**src/rtl/trng_health_packer_if.sv**
```systemverilog
// Output word stream of the TRNG health packer: a FIFO head with valid/ready.
// The master side drives the word and its valid flag; the slave side
// returns ready.
interface trng_health_packer_if;
    logic [31:0] out_data;
    logic        out_valid;
    logic        out_ready;

    modport master (
        output out_data,
        output out_valid,
        input  out_ready
    );

    modport slave (
        input  out_data,
        input  out_valid,
        output out_ready
    );
endinterface

```
**src/rtl/trng_health_packer.sv**
```systemverilog
// TRNG health packer: runs the repetition count test and the adaptive
// proportion test on every accepted 8-bit sample, throws away a startup
// block, packs the remaining bytes little-endian into 32-bit words and queues
// them in a small FIFO. Any health failure latches a sticky alarm. The alarm
// stops all output until software clears it.
module trng_health_packer #(
    parameter int RCT_CUTOFF      = 21,
    parameter int APT_WINDOW      = 512,
    parameter int APT_CUTOFF      = 13,
    parameter int STARTUP_SAMPLES = 1024,
    parameter int FIFO_DEPTH      = 4
) (
    input  logic                 clk,
    input  logic                 reset_n,
    input  logic [7:0]           in_data,
    input  logic                 in_valid,
    input  logic                 clear_alarm,
    trng_health_packer_if.master out_if,
    output logic                 health_ok,
    output logic                 alarm,
    output logic                 rct_fail,
    output logic                 apt_fail,
    output logic                 overflow
);
    localparam int REP_W  = $clog2(RCT_CUTOFF + 1);
    localparam int IDX_W  = $clog2(APT_WINDOW);
    localparam int CNT_W  = $clog2(APT_CUTOFF + 1);
    localparam int SU_W   = $clog2(STARTUP_SAMPLES + 1);
    localparam int PTR_W  = $clog2(FIFO_DEPTH);
    localparam int FCNT_W = $clog2(FIFO_DEPTH + 1);

    typedef enum logic [1:0] {
        ST_STARTUP,
        ST_RUN,
        ST_ALARM
    } state_t;

    state_t state, state_next;

    logic [7:0]        rct_last;
    logic [REP_W-1:0]  rct_rep, rct_rep_next;
    logic [IDX_W-1:0]  apt_idx;
    logic [7:0]        apt_ref;
    logic [CNT_W-1:0]  apt_cnt, apt_cnt_next;
    logic [SU_W-1:0]   startup_cnt;
    logic [1:0]        byte_idx;
    logic [23:0]       word_buf;
    logic [31:0]       fifo_mem [FIFO_DEPTH];
    logic [PTR_W-1:0]  rd_ptr, wr_ptr;
    logic [FCNT_W-1:0] fifo_count;

    logic        accept, rct_hit, apt_hit, fail, startup_done;
    logic        push, push_ok, pop, fifo_full, out_valid_int;
    logic [31:0] push_word;

    // Health-test evaluation of the current sample plus the FIFO push/pop decision.
    always_comb begin
        accept       = in_valid && (state != ST_ALARM);
        rct_rep_next = REP_W'(1);
        if ((rct_rep != '0) && (in_data == rct_last)) begin
            rct_rep_next = (rct_rep == REP_W'(RCT_CUTOFF)) ? rct_rep : rct_rep + REP_W'(1);
        end
        rct_hit      = accept && (rct_rep_next == REP_W'(RCT_CUTOFF));
        apt_cnt_next = apt_cnt;
        apt_hit      = 1'b0;
        if (apt_idx == '0) begin
            apt_cnt_next = CNT_W'(1);
        end else if (in_data == apt_ref) begin
            apt_cnt_next = apt_cnt + CNT_W'(1);
            apt_hit      = accept && (apt_cnt_next == CNT_W'(APT_CUTOFF));
        end
        fail         = rct_hit || apt_hit;
        startup_done = accept && (state == ST_STARTUP) && !fail &&
                       (startup_cnt == SU_W'(STARTUP_SAMPLES - 1));
        push         = accept && (state == ST_RUN) && !fail && (byte_idx == 2'd3);
        push_word    = {in_data, word_buf};
        fifo_full    = (fifo_count == FCNT_W'(FIFO_DEPTH));
        pop          = out_valid_int && out_if.out_ready;
        push_ok      = push && (!fifo_full || pop);
    end

    // State register.
    always_ff @(posedge clk) begin
        if (!reset_n) begin
            state <= ST_STARTUP;
        end else begin
            state <= state_next;
        end
    end

    // Next-state logic: a failure always wins over finishing the startup block.
    always_comb begin
        state_next = state;
        case (state)
            ST_STARTUP: begin
                if (fail) begin
                    state_next = ST_ALARM;
                end else if (startup_done) begin
                    state_next = ST_RUN;
                end
            end
            ST_RUN: begin
                if (fail) begin
                    state_next = ST_ALARM;
                end
            end
            ST_ALARM: begin
                if (clear_alarm) begin
                    state_next = ST_STARTUP;
                end
            end
            default: state_next = ST_STARTUP;
        endcase
    end

    // Health-test state and sticky cause flags; frozen in ALARM, wiped by a clear.
    always_ff @(posedge clk) begin
        if (!reset_n || ((state == ST_ALARM) && clear_alarm)) begin
            rct_last    <= '0;
            rct_rep     <= '0;
            apt_idx     <= '0;
            apt_ref     <= '0;
            apt_cnt     <= '0;
            startup_cnt <= '0;
            rct_fail    <= 1'b0;
            apt_fail    <= 1'b0;
        end else if (accept) begin
            rct_last <= in_data;
            rct_rep  <= rct_rep_next;
            if (apt_idx == '0) begin
                apt_ref <= in_data;
            end
            apt_cnt <= apt_cnt_next;
            apt_idx <= apt_idx + IDX_W'(1);
            if (state == ST_STARTUP) begin
                startup_cnt <= startup_cnt + SU_W'(1);
            end
            if (rct_hit) begin
                rct_fail <= 1'b1;
            end
            if (apt_hit) begin
                apt_fail <= 1'b1;
            end
        end
    end

    // Byte packer; the fourth byte bypasses the buffer straight into the FIFO.
    always_ff @(posedge clk) begin
        if (!reset_n || (state == ST_ALARM)) begin
            byte_idx <= '0;
            word_buf <= '0;
        end else if (accept && (state == ST_RUN) && !fail) begin
            case (byte_idx)
                2'd0:    word_buf[7:0]   <= in_data;
                2'd1:    word_buf[15:8]  <= in_data;
                2'd2:    word_buf[23:16] <= in_data;
                default: ;
            endcase
            byte_idx <= byte_idx + 2'd1;
        end
    end

    // FIFO storage; a push into a full FIFO is allowed only when the head leaves this cycle.
    always_ff @(posedge clk) begin
        if (push_ok) begin
            fifo_mem[wr_ptr] <= push_word;
        end
    end

    // FIFO pointers, occupancy and the sticky overflow flag; ALARM flushes the queue.
    always_ff @(posedge clk) begin
        if (!reset_n) begin
            rd_ptr     <= '0;
            wr_ptr     <= '0;
            fifo_count <= '0;
            overflow   <= 1'b0;
        end else if (state == ST_ALARM) begin
            rd_ptr     <= '0;
            wr_ptr     <= '0;
            fifo_count <= '0;
            if (clear_alarm) begin
                overflow <= 1'b0;
            end
        end else begin
            if (pop) begin
                rd_ptr <= rd_ptr + PTR_W'(1);
            end
            if (push_ok) begin
                wr_ptr <= wr_ptr + PTR_W'(1);
            end
            if (push && !push_ok) begin
                overflow <= 1'b1;
            end
            case ({push_ok, pop})
                2'b10:   fifo_count <= fifo_count + FCNT_W'(1);
                2'b01:   fifo_count <= fifo_count - FCNT_W'(1);
                default: ;
            endcase
        end
    end

    assign out_valid_int    = (state == ST_RUN) && (fifo_count != '0);
    assign out_if.out_valid = out_valid_int;
    assign out_if.out_data  = (fifo_count != '0) ? fifo_mem[rd_ptr] : 32'h0;
    assign health_ok        = (state == ST_RUN);
    assign alarm            = (state == ST_ALARM);
endmodule

```
**src/flat_wrapper.sv**
```systemverilog
// flat-port wrapper written by rule: the top's interface ports become plain ports
module trng_health_packer_flat 
#(
    parameter int RCT_CUTOFF      = 21,
    parameter int APT_WINDOW      = 512,
    parameter int APT_CUTOFF      = 13,
    parameter int STARTUP_SAMPLES = 1024,
    parameter int FIFO_DEPTH      = 4
)
  (clk, reset_n, in_data, in_valid, clear_alarm, health_ok, alarm, rct_fail, apt_fail, overflow, out_if_out_data, out_if_out_valid, out_if_out_ready);
  trng_health_packer_if out_if_i ();
  input  logic clk;
  input  logic reset_n;
  input  logic [7:0] in_data;
  input  logic in_valid;
  input  logic clear_alarm;
  output logic health_ok;
  output logic alarm;
  output logic rct_fail;
  output logic apt_fail;
  output logic overflow;
  output wire logic [$bits(out_if_i.out_data)-1:0] out_if_out_data;
  output wire logic [$bits(out_if_i.out_valid)-1:0] out_if_out_valid;
  input wire logic [$bits(out_if_i.out_ready)-1:0] out_if_out_ready;
  assign out_if_out_data = out_if_i.out_data;
  assign out_if_out_valid = out_if_i.out_valid;
  assign out_if_i.out_ready = out_if_out_ready;
  trng_health_packer #(.RCT_CUTOFF(RCT_CUTOFF), .APT_WINDOW(APT_WINDOW), .APT_CUTOFF(APT_CUTOFF), .STARTUP_SAMPLES(STARTUP_SAMPLES), .FIFO_DEPTH(FIFO_DEPTH)) u_core (.clk(clk), .reset_n(reset_n), .in_data(in_data), .in_valid(in_valid), .clear_alarm(clear_alarm), .out_if(out_if_i), .health_ok(health_ok), .alarm(alarm), .rct_fail(rct_fail), .apt_fail(apt_fail), .overflow(overflow));
endmodule
```
**config.mk**
```make
export PLATFORM = sky130hd
export DESIGN_NAME = trng_health_packer_flat
export DESIGN_NICKNAME = d
export VERILOG_FILES = /design/src/rtl/trng_health_packer_if.sv /design/src/rtl/trng_health_packer.sv /design/src/flat_wrapper.sv
export SDC_FILE = /design/constraint.sdc
export NUM_CORES = 1
export LEC_CHECK = 0
export ABC_AREA = 1
export BUFFER_PORTS_ARGS = -buffer_cell sky130_fd_sc_hd__buf_2
export CAP_MARGIN = 10
export CORE_MARGIN = 1
export CORE_UTILIZATION = 45
export DETAILED_ROUTE_END_ITERATION = 16
export PLACE_DENSITY = 0.66
export SYNTH_ARGS = -nofsm -noshare
export SYNTH_HDL_FRONTEND = slang
export SYNTH_SLANG_ARGS = --single-unit
export TNS_END_PERCENT = 1
```
**constraint.sdc**
```tcl
create_clock -name clk -period 3.2 [get_ports clk]
set_input_delay 0.16 -clock clk [delete_from_list [all_inputs] [get_ports clk]]
set_output_delay 0.16 -clock clk [all_outputs]
set_load 0.01 [all_outputs]
```
# Yosys cells after proc, flatten, opt, wreduce, memory -nomap -nowiden
# Memory sizes are Yosys's and may differ from the RTL's. A register that Yosys moved wholly into a read port is not among the register bits.
# Index checks and enable logic that the tools add are counted.
dict set report classes {
  n_addsub 9
  mul 0
  n_div 0
  n_lt_le_gt_ge 0
  n_eq_ne 18
  shifts 0
  muxes 20
  bitwise_logic 1
  n_reduce_logical 42
}
# operator count
set ops {}
lappend ops {{two-way mux 32 bit} 1}
lappend ops {{AND reduction 2 bit} 9}
lappend ops {{equality test 8 bit} 2}
lappend ops {{logical AND 1 bit} 15}
lappend ops {{two-way mux 2 bit} 6}
lappend ops {{adder 11 x 1 -> 11 bit (second input constant)} 1}
lappend ops {{equality test 11 x 10 -> 1 bit (second input constant)} 1}
lappend ops {{equality test 5 bit (second input constant)} 2}
lappend ops {{two-way mux 5 bit} 2}
lappend ops {{adder 9 x 1 -> 9 bit (second input constant)} 1}
lappend ops {{zero test 9 bit} 1}
lappend ops {{equality test 2 bit (second input constant)} 4}
lappend ops {{two-way mux 4 bit} 2}
lappend ops {{two-way mux 1 bit} 7}
lappend ops {{adder 2 x 1 -> 2 bit (second input constant)} 3}
lappend ops {{equality test 2 x 1 -> 1 bit (second input constant)} 3}
lappend ops {{case mux 2 bit (3 select lines)} 1}
lappend ops {{case mux 3 bit (2 select lines)} 1}
lappend ops {{nonzero test 2 bit} 3}
lappend ops {{adder 5 x 1 -> 5 bit (second input constant)} 1}
lappend ops {{nonzero test 5 bit} 1}
lappend ops {{adder 4 x 1 -> 4 bit (second input constant)} 1}
lappend ops {{equality test 4 bit (second input constant)} 1}
lappend ops {{zero test 1 bit} 4}
lappend ops {{12 further kinds} 17}
dict set report totals {
  ff_bits 83
  latchBits 0
  mem_bits_rw 128
  mem_bits_ro 0
  inputBits 13
  out_inout_bits 38
  wordCells 108
  mem_count 1
}
# memory words word_bits read_ports rd_clocked_by_memory_dff write_ports line
set memory_table {}
lappend memory_table {u_core.fifo_mem 4 32 1 1 1 trng_health_packer.sv:48} ;# logic [31:0] fifo_mem [FIFO_DEPTH];

# Depth between registers and ports, before layout
# Gate-level depths: netlist (run 1).
dict set report depth {
  word_depth 14
  ltp_mapped 19
  depth_no_buf 19
}

# Least setup slack after synthesis (run 1)
# OpenSTA, ideal clock, no wires.
dict set report synth_path {
  path_type {register to register}
  startpoint {reg u_core.rct_rep[0]}
  endpoint {mem u_core.fifo_mem[0][0] (enable)}
  setup_time_ps 421
  t_arrival_ps 2922
  required_ps 2779
  slack_ps -143
  path_stages_with_launch 12
  path_buffers 0
  period_less_slack_ps 3343
  cell_sequence {dfxtp_1 > ha_1 > nand4_2 > o21ai_1 > inv_1 > nand2_1 > nor2_1 > nand2_2 > nand3_2 > nor2_8 > nand3_2 > nor2_1}
}
dict set report synth_via {
  elab_chain_len 12
  elab_cells_between_ends 15
  classes_between {1 x add/sub; 2 x eq/ne; 4 x mux; 8 x reduce/logical}
}
# item line
set synth_rtl {}
lappend synth_rtl {{from (decl)} trng_health_packer.sv:41} ;# logic [REP_W-1:0] rct_rep, rct_rep_next;
lappend synth_rtl {{from (signal assigned)} trng_health_packer.sv:129} ;# rct_rep <= rct_rep_next;
lappend synth_rtl {{adder 5 x 1 -> 5 bit (tied with other cells)} trng_health_packer.sv:61} ;# rct_rep_next = (rct_rep == REP_W'(RCT_CUTOFF)) ? rct_rep : rct_rep + REP_W'(1);
lappend synth_rtl {{two-way mux 5 bit / logical AND 1 bit (equally long branches)} {trng_health_packer.sv:61, trng_health_packer.sv:60}}
lappend synth_rtl {{two-way mux 5 bit *} trng_health_packer.sv:60} ;# if ((rct_rep != '0) && (in_data == rct_last)) begin
lappend synth_rtl {{equality test 5 bit *} trng_health_packer.sv:63} ;# rct_hit = accept && (rct_rep_next == REP_W'(RCT_CUTOFF));
lappend synth_rtl {{logical AND 1 bit *} trng_health_packer.sv:63}
lappend synth_rtl {{logical OR 1 bit *} trng_health_packer.sv:72} ;# fail = rct_hit || apt_hit;
lappend synth_rtl {{zero test 1 bit *} trng_health_packer.sv:75} ;# push = accept && (state == ST_RUN) && !fail && (byte_idx == 2'd3);
lappend synth_rtl {{logical AND 1 bit * (2 in a row)} trng_health_packer.sv:75}
lappend synth_rtl {{logical AND 1 bit *} trng_health_packer.sv:79} ;# push_ok = push && (!fifo_full || pop);
lappend synth_rtl {{two-way mux 1 bit *} trng_health_packer.sv:165} ;# if (push_ok) begin
lappend synth_rtl {{two-way mux 1 bit (not written as such) *} trng_health_packer.sv:166} ;# fifo_mem[wr_ptr] <= push_word;
lappend synth_rtl {{to (decl)} trng_health_packer.sv:48}
# Every way passes the cells marked *; elsewhere a longest branch is shown, timed or not.

# Worst setup path in the final report (run 1)
dict set report layout_path {
  startpoint {reg u_core.rct_rep[1]}
  endpoint {reg u_core.fifo_count[2]}
}
dict set report layout_via {
  elab_chain_len 12
  elab_cells_between_ends 17
  classes_between {1 x add/sub; 4 x eq/ne; 3 x mux; 9 x reduce/logical}
}
# item line
set layout_rtl {}
lappend layout_rtl {{adder 5 x 1 -> 5 bit (tied with other cells)} trng_health_packer.sv:61}
lappend layout_rtl {{two-way mux 5 bit / logical AND 1 bit (equally long branches)} {trng_health_packer.sv:61, trng_health_packer.sv:60}}
lappend layout_rtl {{two-way mux 5 bit *} trng_health_packer.sv:60}
lappend layout_rtl {{equality test 5 bit *} trng_health_packer.sv:63}
lappend layout_rtl {{logical AND 1 bit *} trng_health_packer.sv:63}
lappend layout_rtl {{logical OR 1 bit *} trng_health_packer.sv:72}
lappend layout_rtl {{zero test 1 bit *} trng_health_packer.sv:75}
lappend layout_rtl {{logical AND 1 bit * (2 in a row)} trng_health_packer.sv:75}
lappend layout_rtl {{logical AND 1 bit *} trng_health_packer.sv:79}
lappend layout_rtl {{equality test 2 x 1 -> 1 bit / equality test 2 bit (equally long branches)} trng_health_packer.sv:194} ;# case ({push_ok, pop})
lappend layout_rtl {{case mux 3 bit (2 select lines) / nonzero test 2 bit (equally long branches)} n/a}
lappend layout_rtl {{to (signal assigned)} trng_health_packer.sv:195} ;# 2'b10: fifo_count <= fifo_count + FCNT_W'(1);
lappend layout_rtl {{to (signal assigned)} trng_health_packer.sv:196} ;# 2'b01: fifo_count <= fifo_count - FCNT_W'(1);
lappend layout_rtl {{to (decl)} trng_health_packer.sv:50} ;# logic [FCNT_W-1:0] fifo_count;
# Marks and branches as above.
# A chain may end at the register's enable or synchronous reset.

==> results of run 1 <==
==> what timing repair did <==
item | CTS | global route
hold buffers | 5 | 0
setup buffers | 0 | 0
setup endpoints to repair | 0 | 1
hold endpoints to repair | 8 | 0
gates resized for setup | 0 | 2
==> placed cells by master (no fill, tap or decap), types with 2 or more instances in the layout <==
cell | netlist | layout
clkbuf_16 | 0 | 23
edfxtp_1 | 128 | 128
clkinv_1 | 3 | 7
nor3b_1 | 3 | 3
ha_1 | 17 | 17
nor3_1 | 8 | 8
a21oi_1 | 76 | 76
nor2_1 | 228 | 223
buf_2 | 3 | 50
dfxtp_1 | 85 | 83
nand2_1 | 89 | 89
xor2_1 | 4 | 4
inv_2 | 7 | 7
xnor2_1 | 7 | 7
dfxtp_2 | 0 | 2
dlygate4sd3_1 | 0 | 5
bufinv_16 | 0 | 2
nor2_4 | 2 | 6
o21ai_1 | 1 | 2
inv_1 | 80 | 80
o21ai_0 | 120 | 119
clkbuf_1 | 26 | 7
nand3_2 | 2 | 2
nand3_1 | 21 | 21
nor4_1 | 6 | 6
nand4_1 | 10 | 10
a211oi_1 | 3 | 3
clkbuf_8 | 0 | 4
buf_12 | 0 | 4
buf_4 | 0 | 12
nand2_2 | 4 | 4
==> metal layers <==
metal  up-vias  wire length, microns  global-route usage [%]
met5         -                     0                       0
met4         0                   447                   5.093
met3        31                   841                   2.918
met2       125                  9082                   33.40
met1      2995                  8694                   25.23
li1       3298                     -                       -
==> sequential cells by signal, indices dropped and copies added (netlist names), named ones only <==
register            cells
u_core.fifo_mem       128
u_core.overflow         1
u_core.apt_idx          9
u_core.word_buf        24
u_core.rct_rep          5
u_core.apt_ref          8
u_core.state            2
u_core.rd_ptr           2
u_core.fifo_count       3
u_core.wr_ptr           2
u_core.apt_cnt          4
u_core.apt_fail         1
u_core.rct_fail         1
u_core.startup_cnt     11
u_core.rct_last         8
u_core.byte_idx         2
==> metrics by stage <==
stage          setup slack, ns  hold WS (ns)
3_5_place_dp            0.3180        0.4450
4_1_cts                 0.3114      0.004844
3_3_place_gp            0.4466        0.4334
5_1_grt                0.03104       0.01270
2_1_floorplan          -0.1435        0.2589
6_report                0.4439       0.01698
==> cell usage after synthesis, drive strengths merged, types with 3 or more instances <==
library cell and number:
inv 87, xnor2 7, ha 17, a21oi 76
dfxtp 85, o21ai 121, edfxtp 128, nand2 93
nor3b 3, nor3 8, xor2 4, nand4 11
nor2 231, nor4 6, clkinv 3, clkbuf 26
a211oi 3, buf 11, nand3 23
==> cells by family after synthesis <==
family / Yosys count
buffers and inverters: 127
AND/OR/NAND/NOR: 377
XOR/XNOR: 11
flip-flops: 213
adder cells (fa/ha/maj): 18
AO/OA/AOI/OAI: 204
==> power groups by stage <==
stage | combinational [mW] | sequential (mW) | clock [mW]
after floorplan | 0.124 | 2.98 | 0
after CTS | 0.185 | 2.92 | 2.67
after global placement | 0.177 | 2.98 | 0
after detailed placement | 0.180 | 2.98 | 0
after global routing | 0.212 | 2.93 | 2.78
final | 0.185 | 2.92 | 2.62
==> layout make-up <==
type | count | area (sq um) | area share, %
clock buffer | 34 | 656.9 | 6.306
clock inverter | 8 | 100.1 | 0.9608
inverter | 90 | 337.8 | 3.243
multi-input combinational | 610 | 2973 | 28.54
sequential | 213 | 5548 | 53.25
tap | 265 | 331.6 | 3.183
timing repair buffer | 71 | 470.5 | 4.516
==> worst min path at each step <==
| stage | cells after the start | start | to |
|---|---|---|---|
| 6_report | 1 | in_data[1] | u_core.fifo_mem[0][25] |
| 5_1_grt | 1 | in_data[1] | u_core.fifo_mem[0][25] |
| 4_1_cts | 3 | in_data[4] | u_core.rct_last[4] |
| 3_5_place_dp | 2 | u_core.overflow | u_core.overflow |
| 3_3_place_gp | 2 | u_core.overflow | u_core.overflow |
| 2_1_floorplan | 0 | in_data[0] | u_core.fifo_mem[0][24] |
==> worst register-to-register path, delay by kind of cell, from the launching register on <==
| family | cells | cell delay, ns |
|---|---|---|
| flops | 1 | 0.38 |
| fa+ha+maj | 3 | 0.70 |
| compound gates | 4 | 0.45 |
| simple gates | 9 | 0.97 |
| buf+inv | 2 | 0.16 |
==> metrics, run 1 <==
outcome finished clean; area grow syn2layout 16.19%; Power Density 550.0 nW/um^2; Detailed Place HPWL 11440 microns; Switching Share about a fifth; top post-synthesis cells by area edfxtp_1 43%, dfxtp_1 19%, nor2_1 9.5%, o21ai_0 6.7%, a21oi_1 4.2%; Comb pwr share under 10%; Antenna Nets Post-Route 0; Longest Clk Path Bufs 3; via count approximately 6400; Setup TNS 0 ns; Placement Cell Area 9607 sq um; Max Fanout on Critical Path 10; FF-to-FF path depth 18; RR Endpoint u_core.fifo_count[2]; GRT Residual Overflow 0; Seq pwr share 51.0%; Net Count, Synth 981; mean cell area of the mapped netlist between 9 and 10 sq um; sw power 1.174 mW; first-pass GRT wire length 30850 microns; area share of the largest cell type after synthesis 42.87%; Layout Utilization 53.35%; worst r2r src u_core.rct_rep[1]; nets 1040; measured slew at the worst slew-check pin 0.7920 ns; slowest stage delay, CP 0.38 ns; critical path arrival 3.15 ns; FFs w/ async S/R, synth 0%; CTS Sinks around 210; Core ar. 19530 sq um; Leak between 4 and 5 nW; First-pass DRT Iterations 4; htree depth 1; Buf/Inv on CP 2; Final period util between 80% and 90%; most frequent CP cell nand3_1; Netlist Area Pre-Place around 9000 sq um; CP Cell Sequence inv_1, ha_1, nand3_1, nand3_1, nor2_2, nand3_1, nor2_1, nand2_2, nand3_2, nor2_8, nand3_2, ha_1, inv_1, fa_1, a21oi_1, o21ai_0, o21ai_0, a21oi_1; Slew HR 47.14%; CP top delay family simple AND/OR/NAND/NOR gates; wire length per cell roughly 15 microns; cell accounting for the most synthesized area edfxtp_1; post-synthesis simple-gate area fraction roughly 18%; Clock power frac 45.7%; FP Rows 51; cell count after placement 1244; fin cells 1291; sequential share of the synthesized area 61.85%; fillcell total 1790; Design Power 5.729 mW; Final Hold Viols 0; RSZ-0062 raised after global routing false; clk_skew 0.01393 ns; cell area after layout 10420 sq um; CTS tree done; min Tclk post-route about 2.8 ns; DR iter-0 viols around 370; Max VDD drop 0.3785 mV; EDFF count, synth between 100 and 150; share of cells above drive strength 1 about an eighth; Crit. End Element flip-flop; Worst-Skew Late Latency between 0.5 and 0.6 ns; r2r setup slk 0.44 ns; CP required 3.60 ns; Worst Hold Class primary input to flip-flop; Synth cell types 34; RD Place Congestion 0.8298; Seq cells post-synth 213; Post-Synth XOR/XNOR Area 1.075%; WL final 19070 microns; Max-cap violations 0; die area just over 20000 sq um; ys flop type edfxtp_1; buffers added on ports 50; start point of the critical path u_core.rct_rep[1]; antenna violations before repair 0; number of global-route vias before repair 6132; gr usage total around a fifth; Clock Pin Slew Worst Setup and Hold Paths 0.06 ns; Vias per Instance 4.995; main combinational cell family by area after synthesis simple AND/OR/NAND/NOR gates; DRC 0; CTS Root Cell clkbuf_16; largest net degree at the start of global routing 65; Crit. path cell count 18; die width 143.2 microns; CP startpoint kind flip-flop; I/O Pins 51; cell at the slowest stage of the critical path dfxtp_1; diode count 0; Synth Area in Adders 2.596%; cell internal pwr between 4 and 5 mW; crit path kind flip-flop to flip-flop; Final setup viols 0; post-synthesis mux area share 0%; capture point of the worst path u_core.fifo_count[2]; Die H 143.2 microns; complex-gate fraction of the synthesized area about 12%; fmax 0.3628 GHz; Num CTS Buffers 23; Syn Inst Count 950; yosys warns 0; max-slew violation count 0; initial core utilization 45.92%
No activity file was read; power rests on OpenSTA's default activity.
==> run 2, diff against run 1 <==
--- a/config.mk
+++ b/config.mk
@@ -11,6 +11,7 @@
 export CORE_MARGIN = 1
 export CORE_UTILIZATION = 45
 export DETAILED_ROUTE_END_ITERATION = 16
+export MAX_ROUTING_LAYER = met4
 export PLACE_DENSITY = 0.66
 export SYNTH_ARGS = -nofsm -noshare
 export SYNTH_HDL_FRONTEND = slang
==> constraint.sdc (replaced) <==
create_clock -name clk -period 3.2 [get_ports clk]
set_input_delay 0.64 -clock clk [delete_from_list [all_inputs] [get_ports clk]]
set_output_delay 0.64 -clock clk [all_outputs]
set_load 0.01 [all_outputs]
==> metrics, run 2 (synthesis results as in run 1) <==
outcome finished clean (unchanged); biggest regs u_core.fifo_mem x128, u_core.word_buf x24, u_core.startup_cnt x11 (unchanged); min Tclk post-route 2.913 ns (was 2.756 ns); First-pass DRT Iterations 5 (was 4); Final Hold Viols 0 (unchanged); Final setup viols 0 (unchanged); Antenna Nets Post-Route 0 (unchanged); Clock power frac 46.3% (was 45.7%); Power Density 552.3 nW/um^2 (was 550.0 nW/um^2); critical path arrival 3.31 ns (was 3.15 ns); Slew HR 45.50% (was 47.14%); final worst slack 0.2872 ns (was 0.4439 ns); Seq pwr share 50.4% (was 51.0%); GRT Residual Overflow 0 (unchanged); largest net degree at the start of global routing 65 (unchanged); CP startpoint kind flip-flop (unchanged); cell at the slowest stage of the critical path dfxtp_1 (unchanged); Placement Cell Area 9724 sq um (was 9607 sq um); number of global-route vias before repair 5950 (was 6132); sw power 1.212 mW (was 1.174 mW); cell internal pwr 4.594 mW (was 4.555 mW); CTS Sinks 213 (unchanged); DRC 0 (unchanged); Layout Utilization 53.84% (was 53.35%); initial core utilization 45.92% (unchanged); fmax 0.3433 GHz (was 0.3628 GHz); first-pass GRT wire length 30590 microns (was 30850 microns); DR iter-0 viols 301 (was 365); CP Cell Sequence inv_1, ha_1, nand3_1, nand3_1, nor2_2, nand3_1, nor2_1, nand2_2, nand3_2, nor2_8, nand3_2, ha_1, inv_1, fa_1, a21oi_1, o21ai_0, o21ai_0, a21oi_1 (unchanged); area grow syn2layout 17.25% (was 16.19%); Die H 143.2 microns (unchanged); Vias per Instance 5.063 (was 4.995); most frequent CP cell nand3_1 (unchanged); cell count after placement 1258 (was 1244); Longest Clk Path Bufs 3 (unchanged); gr usage total 19.85% (was 19.33%); slowest stage delay, CP 0.44 ns (was 0.38 ns); die area 20490 sq um (unchanged); nets 1049 (was 1040); most frequent cells in the layout 223 x nor2_1, 128 x edfxtp_1, 119 x o21ai_0 (unchanged); Detailed Place HPWL 12010 microns (was 11440 microns); antenna violations before repair 1 (was 0); Max VDD drop 0.4336 mV (was 0.3785 mV); max reg flops 128 (unchanged); RSZ-0062 raised after global routing false (unchanged); Worst-Skew Late Latency 0.52 ns (about the same); max-slew violation count 0 (unchanged); crit path kind flip-flop to flip-flop (unchanged); fin cells 1301 (was 1291); I/O Pins 51 (unchanged); Num CTS Buffers 23 (unchanged); Post-Place Setup Slack 0.1370 ns (was 0.3180 ns); CTS Root Cell clkbuf_16 (unchanged); leading cell type in the layout, fill and taps excluded nor2_1 (unchanged); Core ar. 19530 sq um (unchanged); Comb pwr share 3.3% (was 3.2%); FP Rows 51 (unchanged); setup bufs post-CTS 0 (unchanged); Clock Pin Slew Worst Setup and Hold Paths 0.06 ns (about the same); die width 143.2 microns (unchanged); Max Fanout on Critical Path 10 (unchanged); clk_skew 0.01654 ns (was 0.01393 ns); Max-cap violations 0 (unchanged); Worst Hold Class primary input to flip-flop (unchanged); htree depth 1 (unchanged); Switching Share 20.88% (was 20.49%); Final period util 91.02% (was 86.13%); RD Place Congestion 0.8341 (was 0.8298); WL final 19210 microns (was 19070 microns); Most flops, register u_core.fifo_mem (unchanged); CTS tree done (unchanged); cell area after layout 10510 sq um (was 10420 sq um); Crit. End Element flip-flop (unchanged); share of cells above drive strength 1 13.43% (was 11.79%); Leak 4.160 nW (was 4.099 nW); CP required 3.60 ns (about the same); via count 6587 (was 6449); wire length per cell 14.76 microns (was 14.77 microns); measured slew at the worst slew-check pin 0.8124 ns (was 0.7920 ns); buffers added on ports 50 (unchanged)
run 2: cell count changes in the layout (fill, tap and decap cells not counted), moves of 2 or more:
cell,change
clkbuf_1,-2
clkinv_1,-3
dlygate4sd3_1,-5
clkinvlp_4,+2
clkinv_2,+2
buf_4,+13
run 2: layout make-up:
type | instances | area, sq um
antenna | 1 | 2.502
clock buffer | 32 | 660.6
clock inverter | 10 | 122.6
fill | 1770 | 9014
inverter | 90 | 337.8
multi-input combinational | 610 | 2973
sequential | 213 | 5547
tap | 265 | 331.6
timing repair buffer | 80 | 538.0
run 2: path summary, 6_finish.rpt:
kind / startpoint / to / slack, ns / cells past startpoint
worst max register to register: u_core.rct_rep[0] / u_core.fifo_count[2] / 0.29 / 18
worst min register to register: u_core.overflow / u_core.overflow / 0.46 / 2
worst max-delay path: u_core.rct_rep[0] / u_core.fifo_count[2] / 0.29 / 18
worst min-delay path: in_data[6] / u_core.rct_last[6] / 0.41 / 3
run 2: stage by stage:
step                      setup TNS, ns  power, mW  hold slack (ns)
after floorplan                  -34.13      3.101           0.4341
after global routing                  0      5.995           0.4215
final                                 0      5.806           0.4108
after CTS                             0      5.852           0.3969
after detailed placement              0      3.177           0.4438
after global placement                0      3.175           0.4338
run 2: power by group through the flow:
stage	Clock [mW]	Sequential (mW)	Combinational, mW
2_1_floorplan	0	2.98	0.124
6_report	2.69	2.92	0.194
3_5_place_dp	0	2.98	0.195
4_1_cts	2.73	2.92	0.196
5_1_grt	2.85	2.93	0.222
3_3_place_gp	0	2.98	0.192
run 2: per-layer routing:
| layer | wire length (microns) | global-route usage (%) | part of all wire [%] |
|---|---|---|---|
| met1 | 8724 | 25.25 | 45 |
| met2 | 9330 | 33.40 | 49 |
| met3 | 773 | 2.716 | 4.0 |
| met4 | 379 | 4.924 | 2.0 |
| met5 | 0 | - | 0 |
run 2: repair_timing:
item / 4_1_cts / 5_1_grt
gates resized for setup: 0 / 1
endpoints found under the setup margin: 0 / 1
hold buffers: 0 / 0
hold endpoints to repair: 0 / 0
run 2: worst max-delay path, delay by kind of cell, from the launching register on:
kind                     cells  cell delay (ns)
AO/OA/AOI/OAI                4             0.45
AND/OR/NAND/NOR              9             1.01
flip-flops                   1             0.44
buffers and inverters        2             0.16
adder cells (fa/ha/maj)      3             0.72
==> run 3, diff against run 2 <==
--- a/config.mk
+++ b/config.mk
@@ -6,13 +6,13 @@
 export NUM_CORES = 1
 export LEC_CHECK = 0
 export ABC_AREA = 1
-export BUFFER_PORTS_ARGS = -buffer_cell sky130_fd_sc_hd__buf_2
 export CAP_MARGIN = 10
 export CORE_MARGIN = 1
 export CORE_UTILIZATION = 45
 export DETAILED_ROUTE_END_ITERATION = 16
+export DONT_BUFFER_PORTS = 1
 export MAX_ROUTING_LAYER = met4
-export PLACE_DENSITY = 0.66
+export PLACE_DENSITY = 0.64
 export SYNTH_ARGS = -nofsm -noshare
 export SYNTH_HDL_FRONTEND = slang
 export SYNTH_SLANG_ARGS = --single-unit
==> constraint.sdc (replaced) <==
create_clock -name clk -period 3.2 [get_ports clk]
set_input_delay 0.16 -clock clk [delete_from_list [all_inputs] [get_ports clk]]
set_output_delay 0.16 -clock clk [all_outputs]
set_load 0.01 [all_outputs]
==> metrics, run 3 (synthesis results as in run 1) <==
Final setup viols 0 (unchanged); RR Endpoint u_core.fifo_count[2] (unchanged); share of cells above drive strength 1 7.614% (was 13.43%); Worst Hold Class primary input to flip-flop (unchanged); Core ar. 19530 sq um (unchanged); die width 143.2 microns (unchanged); DR iter-0 viols 419 (was 301); Max Fanout on Critical Path 10 (unchanged); gr usage total 20.51% (was 19.85%); Worst Hold End u_core.rct_rep[4] (was u_core.rct_last[6]); RSZ-0062 raised after global routing false (unchanged); die area 20490 sq um (unchanged); antenna violations before repair 0 (was 1); fmax 0.3450 GHz (was 0.3433 GHz); Worst-Skew Late Latency 0.51 ns (was 0.52 ns); Final period util 90.58% (was 91.02%); diode count 0 (was 1); Vias per Instance 5.086 (was 5.063); clk_skew 0.01413 ns (was 0.01654 ns); DRC 0 (unchanged); Leak 3.867 nW (was 4.160 nW); FP Rows 51 (unchanged); CTS Root Cell clkbuf_16 (unchanged); number of global-route vias before repair 6102 (was 5950); largest net degree at the start of global routing 53 (was 65); outcome finished clean (unchanged); biggest regs u_core.fifo_mem x128, u_core.word_buf x24, u_core.startup_cnt x11 (unchanged); measured slew at the worst slew-check pin 0.5922 ns (was 0.8124 ns); FF-to-FF path depth 18 (unchanged); Max VDD drop 0.3411 mV (was 0.4336 mV); fillcell total 1819 (was 1770); via count 6357 (was 6587); htree depth 1 (unchanged); critical path arrival 3.28 ns (was 3.31 ns); wire length per cell 15.87 microns (was 14.76 microns); CTS tree done (unchanged); Design Power 5.667 mW (was 5.806 mW); max reg flops 128 (unchanged); leading cell type in the layout, fill and taps excluded nor2_1 (unchanged); Slew HR 60.39% (was 45.50%); I/O Pins 51 (unchanged); max-slew violation count 0 (unchanged); Crit. End Element flip-flop (unchanged); Power Density 556.2 nW/um^2 (was 552.3 nW/um^2); buffers added on ports 0 (was 50); First-pass DRT Iterations 5 (unchanged); first-pass GRT wire length 31130 microns (was 30590 microns); RD Place Congestion 0.8592 (was 0.8341); crit path kind primary input to flip-flop (was flip-flop to flip-flop); nets 999 (was 1049); Most flops, register u_core.fifo_mem (unchanged); Longest Clk Path Bufs 3 (unchanged); worst r2r src u_core.rct_rep[0] (unchanged); Clock Pin Slew Worst Setup and Hold Paths 0.06 ns (about the same); setup bufs post-CTS 0 (unchanged); CTS Sinks 213 (unchanged); min Tclk post-route 2.899 ns (was 2.913 ns); Max-cap violations 0 (unchanged); hold path startpoint in_data[3] (was in_data[6]); r2r setup slk 0.33 ns (was 0.29 ns); Detailed Place HPWL 11760 microns (was 12010 microns); CP startpoint kind primary input (was flip-flop); Setup TNS 0 ns (unchanged); GRT Residual Overflow 0 (unchanged); worst hold slack 0.02172 ns (was 0.4108 ns); most frequent cells in the layout 224 x nor2_1, 128 x edfxtp_1, 119 x o21ai_0 (was 223 x nor2_1, 128 x edfxtp_1, 119 x o21ai_0); initial core utilization 45.92% (unchanged); WL final 19840 microns (was 19210 microns); Antenna Nets Post-Route 0 (unchanged); Num CTS Buffers 23 (unchanged); area grow syn2layout 13.63% (was 17.25%); Hold Path Depth 5 (was 3); CP required 3.58 ns (was 3.60 ns); Die H 143.2 microns (unchanged); Final Hold Viols 0 (unchanged)
==> run 3: changes by cell type in the layout (fill, tap and decap cells not counted), moves of 2 or more <==
cell           change
buf_2             -50
dlygate4sd3_1     +11
buf_4              -8
buf_12             -3
clkinv_1           +2
clkinv_2           +2
nor2_4             -2
==> run 3: metal layers <==
layer  vias to the layer above  wire (microns)  track usage [%]
met3                        45             814            2.985
met5                         -               0                -
met1                      2976            8423            23.52
li1                       3220               -                -
met4                         0             735            8.206
met2                       116            9863            35.97
==> run 3: final cells by class <==
| cell class | count | area [sq um] | share of cell area [%] |
|---|---|---|---|
| Clock buffer | 30 | 621.8 | 6.103 |
| Clock inverter | 12 | 112.6 | 1.105 |
| Inverter | 90 | 337.8 | 3.316 |
| Multi-Input combinational cell | 610 | 2960 | 29.06 |
| Sequential cell | 213 | 5547 | 54.44 |
| Tap cell | 265 | 331.6 | 3.254 |
| Timing Repair Buffer | 30 | 277.8 | 2.726 |
==> run 3: how the worst max path moves through the flow <==
stage	from	end	slack, ns	depth (start not counted)
after floorplan	u_core.rct_rep[0]	u_core.fifo_mem[0][0]	-0.14	11
after global routing	u_core.rct_rep[0]	u_core.fifo_count[2]	0.02	18
final	in_data[6]	u_core.fifo_count[2]	0.30	18
after global placement	u_core.rct_rep[0]	u_core.fifo_count[2]	0.41	18
after detailed placement	u_core.rct_rep[0]	u_core.fifo_count[2]	0.34	18
after CTS	u_core.rct_rep[0]	u_core.fifo_count[2]	0.33	18
==> run 3: timing repair <==
action / CTS / global route
hold buffers: 11 / 0
endpoints found under the hold margin: 75 / 0
resized for setup: 0 / 0
==> run 3: critical path: stages <==
cell	delay [ns]
dlygate4sd3_1	0.90
inv_2	0.10
nand2_1	0.11
nand2_1	0.05
nor2_1	0.08
nand3_1	0.09
nor2_1	0.19
nand4_1	0.19
nand3_2	0.19
nor2_8	0.07
nand3_2	0.08
ha_1	0.14
inv_1	0.06
fa_1	0.38
a21oi_1	0.14
o21ai_0	0.12
o21ai_0	0.16
a21oi_1	0.05
==> run 3: power breakdown <==
part,total (mW),switching (mW),internal [mW]
sequential,2.92,0.0172,2.91
combinational,0.182,0.120,0.0624
clock,2.56,1.03,1.53
==> run 3: metrics by stage <==
step | worst slack, ns | std cells | utilization, % | instance area, sq um
after floorplan | -0.1435 | 950 | - | 8966
after global placement | 0.4111 | 1197 | 47.85 | 9344
after detailed placement | 0.3377 | 1197 | 47.85 | 9344
after CTS | 0.3283 | 1250 | 52.18 | 10190
after global routing | 0.01562 | 1250 | 52.18 | 10190
final | 0.3014 | 1250 | 52.18 | 10190
